===== src/rtl/apb_slave_if.sv =====
// APB slave endpoint: decodes each APB transfer, forwards it to a local backend as a
// single held request, and returns pready/prdata/pslverr with decode and timeout errors.
module apb_slave_if #(
    parameter int unsigned                  APB_DATA_WIDTH = 32,
    parameter int unsigned                  APB_ADDR_WIDTH = 32,
    parameter logic [APB_ADDR_WIDTH-1:0]    BASE_ADDR      = '0,
    parameter logic [APB_ADDR_WIDTH:0]      ADDR_SPAN      = 'h1000,
    parameter int unsigned                  TIMEOUT_CYCLE  = 6
) (
    input  logic                            apb_clk_in,
    input  logic                            apb_rstn_in,
    input  logic [APB_ADDR_WIDTH-1:0]       apb_addr_in,
    input  logic                            apb_psel_in,
    input  logic                            apb_penable_in,
    input  logic                            apb_write_in,
    input  logic [APB_DATA_WIDTH-1:0]       apb_wdata_in,
`ifdef APB_WSTRB
    input  logic [APB_DATA_WIDTH/8-1:0]     apb_strb_in,
`endif
`ifdef APB_PROT
    input  logic [2:0]                      apb_prot_in,
    output logic [2:0]                      other_prot_out,
`endif
    output logic                            apb_ready_out,
    output logic [APB_DATA_WIDTH-1:0]       apb_rdata_out,
    output logic                            apb_slverr_out,
    output logic                            other_sel_out,
    output logic [APB_ADDR_WIDTH-1:0]       other_addr_out,
    output logic                            other_write_out,
    output logic [APB_DATA_WIDTH-1:0]       other_wdata_out,
    output logic [APB_DATA_WIDTH/8-1:0]     other_strb_out,
    input  logic                            other_ready_in,
    input  logic [APB_DATA_WIDTH-1:0]       other_rdata_in,
    input  logic                            other_error_in
);

    localparam int unsigned SW = APB_DATA_WIDTH / 8;
    localparam int unsigned CW = $clog2(TIMEOUT_CYCLE + 1);
    localparam logic [APB_ADDR_WIDTH:0]   RANGE_LO   = {1'b0, BASE_ADDR};
    localparam logic [APB_ADDR_WIDTH:0]   RANGE_HI   = {1'b0, BASE_ADDR} + ADDR_SPAN;
    localparam logic [APB_ADDR_WIDTH-1:0] ALIGN_MASK = APB_ADDR_WIDTH'(SW - 1);
    localparam logic [CW-1:0]             CNT_LAST   = CW'(TIMEOUT_CYCLE - 1);

    typedef enum logic [2:0] {
        ST_IDLE = 3'b001,
        ST_BUSY = 3'b010,
        ST_RESP = 3'b100
    } state_t;

    state_t                      state_q, state_d;
    logic [CW-1:0]               cnt_q, cnt_d;
    logic                        ready_q, ready_d;
    logic                        slverr_q, slverr_d;
    logic [APB_DATA_WIDTH-1:0]   rdata_q, rdata_d;
    logic                        sel_q, sel_d;
    logic [APB_ADDR_WIDTH-1:0]   addr_q, addr_d;
    logic                        write_q, write_d;
    logic [APB_DATA_WIDTH-1:0]   wdata_q, wdata_d;
    logic [SW-1:0]               strb_q, strb_d;
`ifdef APB_PROT
    logic [2:0]                  prot_q, prot_d;
`endif

    logic                        setup;
    logic                        in_range;
    logic                        aligned;
    logic                        decode_err;
    logic [SW-1:0]               wr_strb;

    assign setup      = apb_psel_in & ~apb_penable_in;
    assign in_range   = ({1'b0, apb_addr_in} >= RANGE_LO) && ({1'b0, apb_addr_in} < RANGE_HI);
    assign aligned    = (apb_addr_in & ALIGN_MASK) == '0;
    assign decode_err = ~in_range | ~aligned;

`ifdef APB_WSTRB
    assign wr_strb = apb_strb_in;
`else
    assign wr_strb = '1;
`endif

    always_ff @(posedge apb_clk_in or negedge apb_rstn_in) begin
        if (!apb_rstn_in) begin
            state_q  <= ST_IDLE;
            cnt_q    <= '0;
            ready_q  <= 1'b0;
            slverr_q <= 1'b0;
            rdata_q  <= '0;
            sel_q    <= 1'b0;
            addr_q   <= '0;
            write_q  <= 1'b0;
            wdata_q  <= '0;
            strb_q   <= '0;
`ifdef APB_PROT
            prot_q   <= '0;
`endif
        end else begin
            state_q  <= state_d;
            cnt_q    <= cnt_d;
            ready_q  <= ready_d;
            slverr_q <= slverr_d;
            rdata_q  <= rdata_d;
            sel_q    <= sel_d;
            addr_q   <= addr_d;
            write_q  <= write_d;
            wdata_q  <= wdata_d;
            strb_q   <= strb_d;
`ifdef APB_PROT
            prot_q   <= prot_d;
`endif
        end
    end

    always_comb begin
        state_d  = state_q;
        cnt_d    = '0;
        ready_d  = 1'b0;
        slverr_d = 1'b0;
        rdata_d  = '0;
        sel_d    = sel_q;
        addr_d   = addr_q;
        write_d  = write_q;
        wdata_d  = wdata_q;
        strb_d   = strb_q;
`ifdef APB_PROT
        prot_d   = prot_q;
`endif

        case (state_q)
            ST_IDLE: begin
                sel_d = 1'b0;
                if (setup) begin
                    if (decode_err) begin
                        state_d  = ST_RESP;
                        ready_d  = 1'b1;
                        slverr_d = 1'b1;
                    end else begin
                        state_d = ST_BUSY;
                        sel_d   = 1'b1;
                        addr_d  = apb_addr_in - BASE_ADDR;
                        write_d = apb_write_in;
                        wdata_d = apb_write_in ? apb_wdata_in : '0;
                        strb_d  = apb_write_in ? wr_strb : '0;
`ifdef APB_PROT
                        prot_d  = apb_prot_in;
`endif
                    end
                end
            end
            ST_BUSY: begin
                // Abort wins, then backend completion, then timeout.
                if (!apb_psel_in) begin
                    state_d = ST_IDLE;
                    sel_d   = 1'b0;
                end else if (other_ready_in) begin
                    state_d  = ST_RESP;
                    sel_d    = 1'b0;
                    ready_d  = 1'b1;
                    slverr_d = other_error_in;
                    rdata_d  = write_q ? '0 : other_rdata_in;
                end else if (cnt_q == CNT_LAST) begin
                    state_d  = ST_RESP;
                    sel_d    = 1'b0;
                    ready_d  = 1'b1;
                    slverr_d = 1'b1;
                end else begin
                    cnt_d = cnt_q + 1'b1;
                end
            end
            ST_RESP: begin
                state_d = ST_IDLE;
                sel_d   = 1'b0;
            end
            default: begin
                state_d = ST_IDLE;
                sel_d   = 1'b0;
            end
        endcase

        // Backend fields only carry meaning while the request is held.
        if (!sel_d) begin
            addr_d  = '0;
            write_d = 1'b0;
            wdata_d = '0;
            strb_d  = '0;
`ifdef APB_PROT
            prot_d  = '0;
`endif
        end
    end

    assign apb_ready_out   = ready_q;
    assign apb_slverr_out  = slverr_q;
    assign apb_rdata_out   = rdata_q;
    assign other_sel_out   = sel_q;
    assign other_addr_out  = addr_q;
    assign other_write_out = write_q;
    assign other_wdata_out = wdata_q;
    assign other_strb_out  = strb_q;
`ifdef APB_PROT
    assign other_prot_out  = prot_q;
`endif

endmodule


===== config.mk =====
export PLATFORM = sky130hd
export DESIGN_NAME = apb_slave_if
export DESIGN_NICKNAME = d
export VERILOG_FILES = /design/src/rtl/apb_slave_if.sv
export SDC_FILE = /design/constraint.sdc
export NUM_CORES = 1
export LEC_CHECK = 0
export ABC_CLOCK_PERIOD_IN_PS = 1800
export BUFFER_PORTS_ARGS = -buffer_cell sky130_fd_sc_hd__clkbuf_2
export CAP_MARGIN = 25
export CORE_UTILIZATION = 40
export CTS_CLUSTER_SIZE = 24
export DETAILED_ROUTE_END_ITERATION = 10
export PLACE_DENSITY = 0.76
export SLEW_MARGIN = 20
export SYNTH_ARGS = -nofsm -noshare
export SYNTH_HDL_FRONTEND = slang
export SYNTH_SLANG_ARGS = --single-unit

===== constraint.sdc =====
create_clock -name apb_clk_in -period 1.8 [get_ports apb_clk_in]
set_input_delay 0.45 -clock apb_clk_in [delete_from_list [all_inputs] [get_ports apb_clk_in]]
set_output_delay 0.45 -clock apb_clk_in [all_outputs]
set_load 0.05 [all_outputs]

==> key figures, run 1 <==
CTS
  • Clock sink count: 106
  • CTS tree: yes
  • Max Buffers Root-to-Sink: 2
  • Clock transition at the registers of the reported paths: 0.12 ns
  • Num CTS Buffers: 9
  • H-tree depth: 3
  • Clock latency on the worst-skew pair: 0.37 ns
  • Root Buffer: clkbuf_8

Detailed routing
  • Number of vias per cell: 4.75
  • Pre-antenna DRT Iters: 4
  • Final ANT Viol Nets: 0
  • WL final: 9.09 mm
  • Drt drc: 0
  • Vias: 2,861
  • Per-cell routed wire length: 15.1 um
  • DRT iter0 DRCs: 63

Hold path
  • Worst hold start: other_rdata_in[2]
  • Worst min path class: input pin to flip-flop

Timing
  • Final setup fails: 0
  • RSZ-0062 raised after global routing: yes
  • Period utilization: 0.987
  • Max-slew headroom: 0.760
  • Fmax: 0.563 GHz
  • Worst slew pin tran: 0.356 ns
  • Final Critical Period: 1.78 ns
  • Setup Skew: 0.0202 ns
  • Final Hold Vio Count: 0
  • Final Slew Violations: 0

Global routing
  • Largest net degree at the start of global routing: 56
  • Antenna violations before repair: 0
  • GRT Util Overall: 0.190
  • Number of global-route vias before repair: 2,895
  • Total grt overflow: 0
  • First-pass GRT wire length: 14.2 mm

Floorplanning
  • Die area: 0.00979 sq mm
  • Core area: 0.00915 sq mm
  • Row count: 35
  • Height of the die: 99.0 um
  • Initial core utilization: 0.411
  • Chip width: 99.0 um
  • Ports: 207

Power
  • VDD IR max: 0.322 mV
  • Pwr per Cell Area: 757 mW/mm^2
  • Static Leak: 0.00303 uW

Critical path
  • Critical Path RT: 2.10 ns
  • WS Path Type: flip-flop to flip-flop
  • CP endpoint kind: flip-flop
  • Max Fanout on Critical Path: 5
  • CP startpoint kind: flip-flop
  • Reg-to-Reg Start: state_q[0]
  • Worst EP arrival: 2.08 ns
  • CP startpoint: state_q[0]

Place
  • Dpl cells: 579
  • Port bufs: 206
  • DP Area: 0.00504 sq mm
  • Hpwl dp: 6.75 mm
  • Gpl congestion: 0.752

Run status
  • Run status: completed

Synthesis
  • Register area share after synthesis: 0.706
  • Yosys cell types: 31
  • Fraction of synthesized cell area taken by the top area cell type: 0.699
  • Syn Std Cell Area: 0.00376 sq mm
  • Synth area leaders: dfrtp_1, a22o_1, and2_1, buf_2, buf_4
  • Synthesized flop and latch total: 106
  • Yosys warns: 0
  • Syn avg cell area: 14.2 sq um
  • Net Count, Synth: 368
  • Leading area contributor after synthesis: dfrtp_1
  • Syn Inst Count: 265

Job
  • Max-cap violations: 0

Finish
  • Number of diodes: 0
  • Finished Layout Cells: 602
  • Layout cell share with drive strength beyond 1: 0.515
  • Fin nets: 589
  • Post-route cell area: 0.00533 sq mm
  • Filler instances: 768
  • Area Overhead vs Synth: 41.7%
## sequential cells by signal, summed over array words and instances, names as in the netlist
| name | flops |
|---|---|
| apb_slverr_out | 1 |
| other_wdata_out | 32 |
| apb_rdata_out | 32 |
| other_strb_out | 1 |
| other_sel_out | 1 |
| cnt_q | 3 |
| other_addr_out | 32 |
| apb_ready_out | 1 |
| state_q | 3 |
## path summary, 6_finish.rpt
| kind | to | slack [ns] | cells past startpoint |
|---|---|---|---|
| max in group asynchronous | apb_rdata_out[18] | 0.76 | 3 |
| min in group asynchronous | other_wdata_out[20] | 0.48 | 2 |
| worst max-delay path | other_wdata_out[13] | 0.02 | 6 |
| worst min-delay path | apb_rdata_out[2] | 0.27 | 2 |
| worst max register to register | other_wdata_out[13] | 0.02 | 6 |
| worst min register to register | other_addr_out[23] | 0.50 | 1 |
## Yosys cell counts (all sizes together)
cell,instances
dfrtp,105
and2,54
a22o,42
buf,14
nand2,5
nor2,5
nor4,5
and3,4
clkbuf,4
nor2b,3
nor3,3
o21ai,3
a21o,2
nand2b,2
nand4bb,2
or2,2
a211o,1
a21oi,1
dfstp,1
inv,1
mux2,1
nand4,1
nor3b,1
or3b,1
xnor2,1
xor2,1
## what timing repair did
action                                 in CTS  in global routing
pin swaps                                   2                  2
hold buffers                                1                  0
gates resized for setup                     2                  1
setup buffers                               4                  1
cloned                                      1                  1
endpoints found under the hold margin      14                  0
setup endpoints to repair                   7                 39
## stage by stage
step           hold slack (ns)  utilization  TNS [ns]  power (uW)  worst slack (ns)
2_1_floorplan            0.154            -         0        2470            0.0444
3_3_place_gp             0.342        0.550         0        2650           0.00592
3_5_place_dp             0.346        0.550    -0.396        2650           -0.0307
4_1_cts                  0.256        0.578   -0.0147        4080          -0.00778
5_1_grt                  0.248        0.582    -0.461        4200           -0.0411
6_report                 0.272        0.582         0        4030            0.0237
## worst max-delay path, cell delays in order (launching register included)
cell	delay, ns
dfstp_2	0.54
or3b_4	0.37
nand4bb_4	0.22
nor3_4	0.16
buf_6	0.17
clkbuf_16	0.14
a22o_1	0.12
## logic make-up (layout without fill, tap and decap cells)
family | Yosys count | after routing | synth area share
xor gates and xnor gates | 2 | 2 | 0.00466
DFF | 106 | 106 | 0.706
buffers and inverters | 19 | 245 | 0.0286
and+or+nand+nor | 88 | 88 | 0.149
muxes | 1 | 1 | 0.00299
AOI/OAI and AO/OA | 49 | 49 | 0.109
## cell usage in the layout (no fill, tap or decap), types with 2 or more instances in the layout
| master | n |
|---|---|
| a21o_1 | 2 |
| a22o_1 | 42 |
| and2_1 | 54 |
| and3_1 | 4 |
| buf_12 | 6 |
| buf_4 | 13 |
| clkbuf_2 | 205 |
| clkbuf_8 | 10 |
| clkinv_4 | 2 |
| dfrtp_1 | 105 |
| inv_8 | 2 |
| nand2_1 | 5 |
| nand2b_1 | 2 |
| nor2_1 | 3 |
| nor2b_1 | 3 |
| nor3_1 | 2 |
| nor4_1 | 5 |
| o21ai_0 | 3 |
| or2_2 | 2 |
## report_power, final
part / switching, uW / internal (uW)
combinational: 105 / 114
sequential: 2.05 / 2390
clock: 856 / 571
## routing by layer
metal / share of wire / routed length (um) / GRT usage
met5: 0 / 0 / 0
met4: 0.012 / 110 / 0.0758
met2: 0.50 / 4540 / 0.314
met1: 0.41 / 3700 / 0.231
met3: 0.081 / 735 / 0.0624
## cell type report
class,instances,area [sq um],share of cell area
tap,111,139,0.0261
clock buffer,10,138,0.0258
clock inverter,6,56.3,0.0106
sequential,106,2650,0.498
inverter,1,3.75,0.000704
multi-input combinational,140,1020,0.192
timing repair buffer,228,1320,0.247
No activity file was read; power rests on OpenSTA's default activity.
==> run 2, diff against run 1 <==
--- a/config.mk
+++ b/config.mk
@@ -11,8 +11,7 @@
 export CORE_UTILIZATION = 40
 export CTS_CLUSTER_SIZE = 24
 export DETAILED_ROUTE_END_ITERATION = 10
-export PLACE_DENSITY = 0.76
-export SLEW_MARGIN = 20
+export PLACE_DENSITY = 0.75
 export SYNTH_ARGS = -nofsm -noshare
 export SYNTH_HDL_FRONTEND = slang
 export SYNTH_SLANG_ARGS = --single-unit
==> run 2 against run 1 <==
Sequential share of layout area increased by 0.20 points. Total power increased by 2.6%. Critical path depth shrank 1. Global-route usage decreased by 1.4 points. Via count up 0.84%. Critical path type unchanged. Highest routed layer unchanged.
==> key figures, run 2 (synthesis results as in run 1) <==
Run status
  • Run status: completed

Detailed routing
  • Vias: 2,885
  • Final ANT Viol Nets: 0
  • Per-cell routed wire length: 14.3 um
  • WL final: 8.56 mm
  • Pre-antenna DRT Iters: 4
  • Drt drc: 0
  • Number of vias per cell: 4.82
  • DRT iter0 DRCs: 77

Place
  • Gpl congestion: 0.729
  • Port bufs: 206
  • DP Area: 0.00505 sq mm
  • Hpwl dp: 6.23 mm

Power
  • Pwr Total: 4140 uW
  • VDD IR max: 0.355 mV
  • Static Leak: 0.00303 uW
  • Pwr per Cell Area: 780 mW/mm^2

Finish
  • Number of diodes: 0
  • Layout cell share with drive strength beyond 1: 0.512
  • Area Overhead vs Synth: 41.1%
  • Post-route cell area: 0.00531 sq mm
  • Finished Core Util: 0.580
  • Filler instances: 776
  • Most common cell after layout, fill and taps aside: clkbuf_2
  • Most frequent cells in the layout: clkbuf_2, dfrtp_1, and2_1
  • Fin nets: 586

Floorplanning
  • Ports: 207
  • Die area: 0.00979 sq mm
  • Chip width: 99.0 um
  • Row count: 35
  • Core area: 0.00915 sq mm
  • Initial core utilization: 0.411
  • Height of the die: 99.0 um

Timing
  • Worst slew pin tran: 0.390 ns
  • Period utilization: 0.994
  • Fmax: 0.559 GHz
  • Final Hold Vio Count: 0
  • Final Slew Violations: 0
  • Final setup fails: 0
  • Setup Skew: 0.0125 ns
  • Max-slew headroom: 0.740
  • RSZ-0062 raised after global routing: yes
  • Final setup TNS: 0 ns
  • Final Critical Period: 1.79 ns

CTS
  • Num CTS Buffers: 9
  • Clock transition at the registers of the reported paths: 0.10 ns
  • Clock latency on the worst-skew pair: 0.35 ns
  • Clock sink count: 106
  • CTS tree: yes
  • Post-CTS setup buffers: 0
  • Max Buffers Root-to-Sink: 2
  • H-tree depth: 3
  • Root Buffer: clkbuf_8

Critical path
  • CP startpoint kind: flip-flop
  • Critical Path RT: 2.08 ns
  • Max Fanout on Critical Path: 22
  • CP endpoint kind: flip-flop
  • WS Path Type: flip-flop to flip-flop
  • Reg-to-Reg Start: state_q[0]
  • Worst EP arrival: 2.07 ns
  • CP startpoint: state_q[0]

Hold path
  • Worst hold start: other_rdata_in[24]
  • Worst min path class: input pin to flip-flop

Global routing
  • Largest net degree at the start of global routing: 56
  • GRT Util Overall: 0.176
  • First-pass GRT wire length: 13.4 mm
  • Number of global-route vias before repair: 2,924
  • Antenna violations before repair: 0
  • Total grt overflow: 0

Job
  • Max-cap violations: 0
run 2: cell count changes in the layout (fill, tap and decap cells not counted):
cell / delta
inv_6: +1
inv_8: -1
clkbuf_8: +1
clkinv_4: -1
clkinvlp_4: -1
buf_16: -1
bufinv_16: +1
buf_4: -1
buf_6: -1
run 2: cell type report:
class	count	area (sq um)	share of cell area
flip-flops and latches	106	2650	0.500
repair buffers	225	1270	0.240
multi-input cells	140	1020	0.192
clock buffers	11	151	0.0285
well taps	111	139	0.0262
clock inverters	5	67.6	0.0127
inverters	1	3.75	0.000707
run 2: power breakdown:
part | internal [uW] | switching [uW]
combinational | 115 | 105
sequential | 2390 | 2.13
clock | 742 | 788
run 2: metal layers:
metal | up-vias | routed length, um | track usage
li1 | 1344 | - | -
met1 | 1402 | 3480 | 0.208
met2 | 128 | 4280 | 0.293
met3 | 11 | 681 | 0.0603
met4 | 0 | 128 | 0.0758
met5 | - | 0 | 0
run 2: what timing repair did:
item	CTS	global route
hold buffers	1	0
resized for setup	1	0
pin swaps	0	2
gates cloned	0	1
setup endpoints to repair	1	39
hold endpoints to repair	14	0
run 2: final timing paths:
| kind | to | cells after the start | slack [ns] |
|---|---|---|---|
| worst max-delay path | other_wdata_out[7] | 5 | 0.01 |
| worst max register to register | other_wdata_out[7] | 5 | 0.01 |
| worst min-delay path | apb_rdata_out[24] | 2 | 0.29 |
| worst min register to register | other_addr_out[30] | 1 | 0.49 |
| max in group asynchronous | state_q[0] | 3 | 0.66 |
| min in group asynchronous | other_wdata_out[30] | 2 | 0.56 |
run 2: critical path, cell delays in order (launching register included):
cell and delay (ns):
dfstp_2 0.54, or3b_4 0.38, nand4bb_4 0.26, nor3_4 0.19, buf_12 0.19, a22o_1 0.15
run 2: through the flow:
stage          hold slack [ns]  setup slack [ns]  cells
3_3_place_gp             0.393            0.0255    581
4_1_cts                  0.271         -0.000151    598
6_report                 0.293           0.00997    599
5_1_grt                  0.270           -0.0666    599
3_5_place_dp             0.401           -0.0216    581
2_1_floorplan            0.154            0.0444    265
